`src/rtl/uart_rx_core.sv`:
```
// uart_rx_core: 8N1 UART receiver timed by a system-clock cycle counter.
// Bytes are presented on dout/dvalid with a valid/ready handshake. A low
// stop bit raises frame_err. A byte that completes while the previous one
// is still unaccepted raises overrun.
//
// state | meaning
// ------+---------------------------------------------------------------
// IDLE  | line idle, waiting for a falling edge on the synchronised line
// START | timing half a bit to re-check the start bit at its centre
// DATA  | sampling eight data bits, LSB first, at each bit centre
// STOP  | sampling the stop bit at its centre, then delivering the byte
// BREAK | stop bit was low; wait for the line to return high
module uart_rx_core #(
  parameter int CLK_FREQ = 1000000,
  parameter int BAUD     = 9600
) (
  input  logic       clk,
  input  logic       rst,
  input  logic       rx,
  input  logic       dready,
  output logic [7:0] dout,
  output logic       dvalid,
  output logic       frame_err,
  output logic       overrun,
  output logic       busy
);

  localparam int CPB  = CLK_FREQ / BAUD;
  localparam int HALF = CPB / 2;
  localparam int CW   = (CPB > 1) ? $clog2(CPB) : 1;

  localparam logic [CW-1:0] HALF_M1 = CW'(HALF - 1);
  localparam logic [CW-1:0] CPB_M1  = CW'(CPB - 1);

  typedef enum logic [2:0] {
    S_IDLE  = 3'd0,
    S_START = 3'd1,
    S_DATA  = 3'd2,
    S_STOP  = 3'd3,
    S_BREAK = 3'd4
  } state_t;

  state_t        state;
  logic [CW-1:0] cnt;
  logic [2:0]    idx;
  logic [7:0]    sh;
  logic          rx_meta;
  logic          rxs;

  // Two-flop synchroniser; it resets to the idle-high line level.
  always_ff @(posedge clk) begin
    if (!rst) begin
      rx_meta <= 1'b1;
      rxs     <= 1'b1;
    end else begin
      rx_meta <= rx;
      rxs     <= rx_meta;
    end
  end

  // Receive FSM and handshake. All outputs are registered here.
  always_ff @(posedge clk) begin
    if (!rst) begin
      state     <= S_IDLE;
      cnt       <= '0;
      idx       <= 3'd0;
      sh        <= 8'h00;
      dout      <= 8'h00;
      dvalid    <= 1'b0;
      frame_err <= 1'b0;
      overrun   <= 1'b0;
      busy      <= 1'b0;
    end else begin
      frame_err <= 1'b0;
      overrun   <= 1'b0;
      // Acceptance; a delivery in the same cycle below overrides this.
      if (dvalid && dready) begin
        dvalid <= 1'b0;
      end

      case (state)
        S_IDLE: begin
          cnt <= '0;
          if (!rxs) begin
            state <= S_START;
            busy  <= 1'b1;
          end
        end

        S_START: begin
          if (cnt == HALF_M1) begin
            cnt <= '0;
            if (!rxs) begin
              state <= S_DATA;
              idx   <= 3'd0;
            end else begin
              // Too short to be a start bit: treat it as a glitch.
              state <= S_IDLE;
              busy  <= 1'b0;
            end
          end else begin
            cnt <= cnt + CW'(1);
          end
        end

        S_DATA: begin
          if (cnt == CPB_M1) begin
            cnt <= '0;
            sh  <= {rxs, sh[7:1]};
            if (idx == 3'd7) begin
              state <= S_STOP;
            end else begin
              idx <= idx + 3'd1;
            end
          end else begin
            cnt <= cnt + CW'(1);
          end
        end

        S_STOP: begin
          if (cnt == CPB_M1) begin
            cnt <= '0;
            if (rxs) begin
              // Leave at mid-stop so an immediately following start is caught.
              state <= S_IDLE;
              busy  <= 1'b0;
              if (!dvalid || dready) begin
                dout   <= sh;
                dvalid <= 1'b1;
              end else begin
                overrun <= 1'b1;
              end
            end else begin
              frame_err <= 1'b1;
              state     <= S_BREAK;
            end
          end else begin
            cnt <= cnt + CW'(1);
          end
        end

        S_BREAK: begin
          cnt <= '0;
          if (rxs) begin
            state <= S_IDLE;
            busy  <= 1'b0;
          end
        end

        default: begin
          state <= S_IDLE;
          cnt   <= '0;
          busy  <= 1'b0;
        end
      endcase
    end
  end

endmodule

```
`config.mk`:
```
export PLATFORM = sky130hd
export DESIGN_NAME = uart_rx_core
export DESIGN_NICKNAME = d
export VERILOG_FILES = /design/src/rtl/uart_rx_core.sv
export SDC_FILE = /design/constraint.sdc
export NUM_CORES = 1
export LEC_CHECK = 0
export BUFFER_PORTS_ARGS = -buffer_cell sky130_fd_sc_hd__buf_2
export CORE_MARGIN = 2
export CORE_UTILIZATION = 30
export DETAILED_ROUTE_END_ITERATION = 7
export PLACE_DENSITY = 0.53
export SLEW_MARGIN = 0
export SYNTH_ARGS = -nofsm -noshare
export SYNTH_HDL_FRONTEND = slang
export SYNTH_SLANG_ARGS = --single-unit
```
`constraint.sdc`:
```
create_clock -name clk -period 1.6 [get_ports clk]
set_input_delay 0.16 -clock clk [delete_from_list [all_inputs] [get_ports clk]]
set_output_delay 0.16 -clock clk [all_outputs]
set_load 0.01 [all_outputs]
```
==> flow_summary.yaml <==
layout:
  final_nets: 200
  post_route_non_filler_standard_cell_count: 263
  finish.instance_area_sq_mm: 0.00185
  fin_util_pct: 37.0
  fraction_of_layout_cells_with_a_size_suffix_above_1_pct: 23.3
  antenna-diode-count: 0
  syn2layout_area_growth_pct: 20.9
logic_synthesis:
  ys_ff_latch: 35
  post_synth_num_cell_types: 36
  yosysTopAreaCellShare_pct: 45.7
  syn_avg_cell_area_sq_um: 9.18
  edff_count_synth: 0
  leading_register_cell_type_out_of_synthesis: "sky130_fd_sc_hd__dfxtp_1"
  post_syn_instances: 167
  count_of_synthesis_stage_warnings_from_yosys: 0
  seq_area_frac_synth_pct: 45.7
  synthDominantAreaCellType: "sky130_fd_sc_hd__dfxtp_1"
  post_synthesis_net_count: 175
  mappedNetlistArea_sq_mm: 0.00153
  synth_area_leaders: "sky130_fd_sc_hd__dfxtp_1, sky130_fd_sc_hd__mux2i_1, sky130_fd_sc_hd__nand2_1"
  ys_async_sr_fraction_pct: 0
sta:
  final-setup-viol-count: 0
  layout_min_cycle_time_ps: 1520
  tightest_slew_ps: 471
  final_hold_viol_count: 0
  final.setup_skew_ps: 8.15
  slew_violations: 0
  totalNegativeSetupSlack_ps: 0
  unrepaired_setup_endpoints_after_global_routing: "false"
  portion_of_the_clock_cycle_consumed_by_the_worst_path_in_the_final_layout_pct: 94.8
  max_freq_mhz: 659
  headroom_to_the_max_slew_limit_pct: 68.6
pwr:
  power.net_switching_uw: 365
  combPwrFrac_pct: 3.3
  switching_share_pct: 23.3
  power_per_cell_area_mw_per_mm2: 844
  seq_power_share_pct: 56.3
  ir_worst_vdd_mv: 0.369
  clock_power_share_pct: 40.4
  internal-power_uw: 1200
  pleak_uw: 0.000667
grt:
  gr-total-overflow: 0
  grt_use_total_pct: 11.6
  number_of_antenna_violations_at_the_first_check_in_global_routing: 0
  met1_usage_pct: 15.2
  global_route_wire_length_before_repair_um: 4900
  grt_start_max_net_pins: 28
  global_route.usage.met3_pct: 5.42
  met2_usage_pct: 16.2
  via_count_of_the_first_global_routing_pass: 1074
  grt.busiest_layer: "met2"
die:
  placementRows: 26
  die_height_um: 75.5
  die-area_sq_mm: 0.00570
  initial_utilization_pct: 30.6
  die_width_um: 75.5
  boundaryPins: 16
  core_area_sq_mm: 0.00501
drt:
  avgViaCountPerCell: 4.53
  drc: 0
  drtAntennaViolNets: 0
  routed_wire_length_per_instance_um: 11.0
  tritonroute_pass_1_iters: 4
  num_vias: 1192
  wl_um: 2900
  drt_iter0_drc: 82
worst_setup_path:
  critical_path_peak_fanout: 3
  crit_path_frequent_cell: "sky130_fd_sc_hd__ha_1"
  crit_path_cell_trace: "ha_1 > ha_1 > nor2_1 > a32oi_2 > nor3_4 > mux2i_1"
  crit_type: "reg2reg"
  timing.critical_path.slowest_cell_delay_ps: 330
  cp_slowest_cell: "sky130_fd_sc_hd__dfxtp_2"
  timing.critical_path.required_ps: 1820
  worst_ep_arrival_time_ps: 1740
  endpoint_kind: "flip-flop"
  timing.critical_path.from_type: "flip-flop"
clocking:
  max-clock-path-buffers: 2
  cts_root_buf: "sky130_fd_sc_hd__clkbuf_8"
  cts-buffers-inserted: 5
  cts.sinks: 35
  cts.reportedPaths.clkPinSlew_ps: 70
  cts_max_level: 2
  cts_tree: "done"
  clock_insertion_delay_worst_skew_ps: 290
place:
  place_area_sq_mm: 0.00173
  buffer_ports.inserted: 15
  post-place-cells: 253
  routabilityCongestion: 0.749
  dp_hpwl_um: 2010
status:
  outcome: "finished clean"
min_path:
  worstHoldPathType: "in2reg"
run:
  drv_cap: 0
## synthesized netlist by cell type, drive strengths merged, types with 2 or more instances
master  number
dfxtp       35
nand2       26
nand3       13
nor2        13
mux2i       10
o21ai       10
a21oi        9
nand2b       6
buf          4
clkbuf       4
ha           4
inv          4
nor3         4
nor4         3
a211oi       2
and4bb       2
o21bai       2
or3          2
xnor2        2
xor2         2
## cell families (layout without fill, tap and decap cells)
group / Yosys count / after routing / share of synthesized area, %
AO/OA/AOI/OAI: 28 / 28 / 11.4
XOR/XNOR: 4 / 4 / 2.29
adder cells (fa/ha/maj): 4 / 4 / 3.27
buffers and inverters: 12 / 38 / 3.67
flip-flops: 35 / 35 / 45.7
multiplexers: 10 / 10 / 6.53
AND/OR/NAND/NOR: 74 / 74 / 27.1
## worst max-delay path: cells and delay by family (launching register included)
family / cells / cell delay (ps)
simple gates: 2 / 370
compound gates: 1 / 150
mux: 1 / 220
fa+ha+maj: 2 / 380
flops: 1 / 330
## what timing repair did
item                                    CTS  global route
setup buffers                             0             2
endpoints found under the setup margin    0            10
resized for setup                         0             4
hold buffers                              0             0
## per-stage QoR
stage | total power (uW) | hold WS (ps) | setup WS [ps]
2_1_floorplan | 935 | 233 | 149
3_3_place_gp | 951 | 342 | 22.8
3_5_place_dp | 952 | 356 | 26.3
4_1_cts | 1590 | 50.3 | 9.93
5_1_grt | 1630 | 53.0 | 4.54
6_report | 1560 | 56.6 | 82.6
## worst paths after layout
kind            from      end  slack [ps]  cells after the start
min               rx  rx_meta          60                      2
max reg2reg   idx[0]   idx[2]          80                      6
min reg2reg  rx_meta      rxs         410                      1
max           idx[0]   idx[2]          80                      6
## sequential cells by signal, summed over array words and instances, names as in the netlist
signal     count
rx_meta        1
frame_err      1
sh             8
dout           8
cnt            7
dvalid         1
state          3
idx            3
overrun        1
busy           1
rxs            1
## per-layer routing
layer	vias to the layer above	part of all wire [%]
met2	20	46
met5	-	0
met4	0	0.59
li1	627	-
met3	2	4.9
met1	543	49
## power groups by stage
| stage | sequential, uW | clock [uW] | combinational, uW |
|---|---|---|---|
| after floorplan | 901 | 0 | 34.1 |
| after global placement | 901 | 0 | 50.0 |
| after detailed placement | 902 | 0 | 49.9 |
| after CTS | 881 | 659 | 50.1 |
| after global routing | 882 | 694 | 57.6 |
| final | 881 | 632 | 51.1 |
## cell type report
cell class | instances | area, sq um
tap | 70 | 87.6
sequential | 35 | 702
multi-input combinational | 120 | 793
clock buffer | 6 | 72.6
timing repair buffer | 26 | 170
inverter | 4 | 15.0
fill | 538 | 3160
clock inverter | 2 | 12.5
## cell usage in the layout (no fill, tap or decap), types with 2 or more instances in the layout
| cell type | instances |
|---|---|
| sky130_fd_sc_hd__a211oi_1 | 2 |
| sky130_fd_sc_hd__a21oi_1 | 9 |
| sky130_fd_sc_hd__buf_2 | 15 |
| sky130_fd_sc_hd__buf_4 | 10 |
| sky130_fd_sc_hd__clkbuf_8 | 5 |
| sky130_fd_sc_hd__dfxtp_1 | 34 |
| sky130_fd_sc_hd__ha_1 | 4 |
| sky130_fd_sc_hd__inv_1 | 4 |
| sky130_fd_sc_hd__mux2i_1 | 10 |
| sky130_fd_sc_hd__nand2_1 | 26 |
| sky130_fd_sc_hd__nand2b_1 | 6 |
| sky130_fd_sc_hd__nand3_1 | 12 |
| sky130_fd_sc_hd__nor2_1 | 12 |
| sky130_fd_sc_hd__nor3_1 | 3 |
| sky130_fd_sc_hd__nor4_1 | 2 |
| sky130_fd_sc_hd__o21ai_0 | 10 |
| sky130_fd_sc_hd__or3_1 | 2 |
| sky130_fd_sc_hd__xnor2_1 | 2 |
| sky130_fd_sc_hd__xor2_1 | 2 |
(Power assumes the default switching activity.)
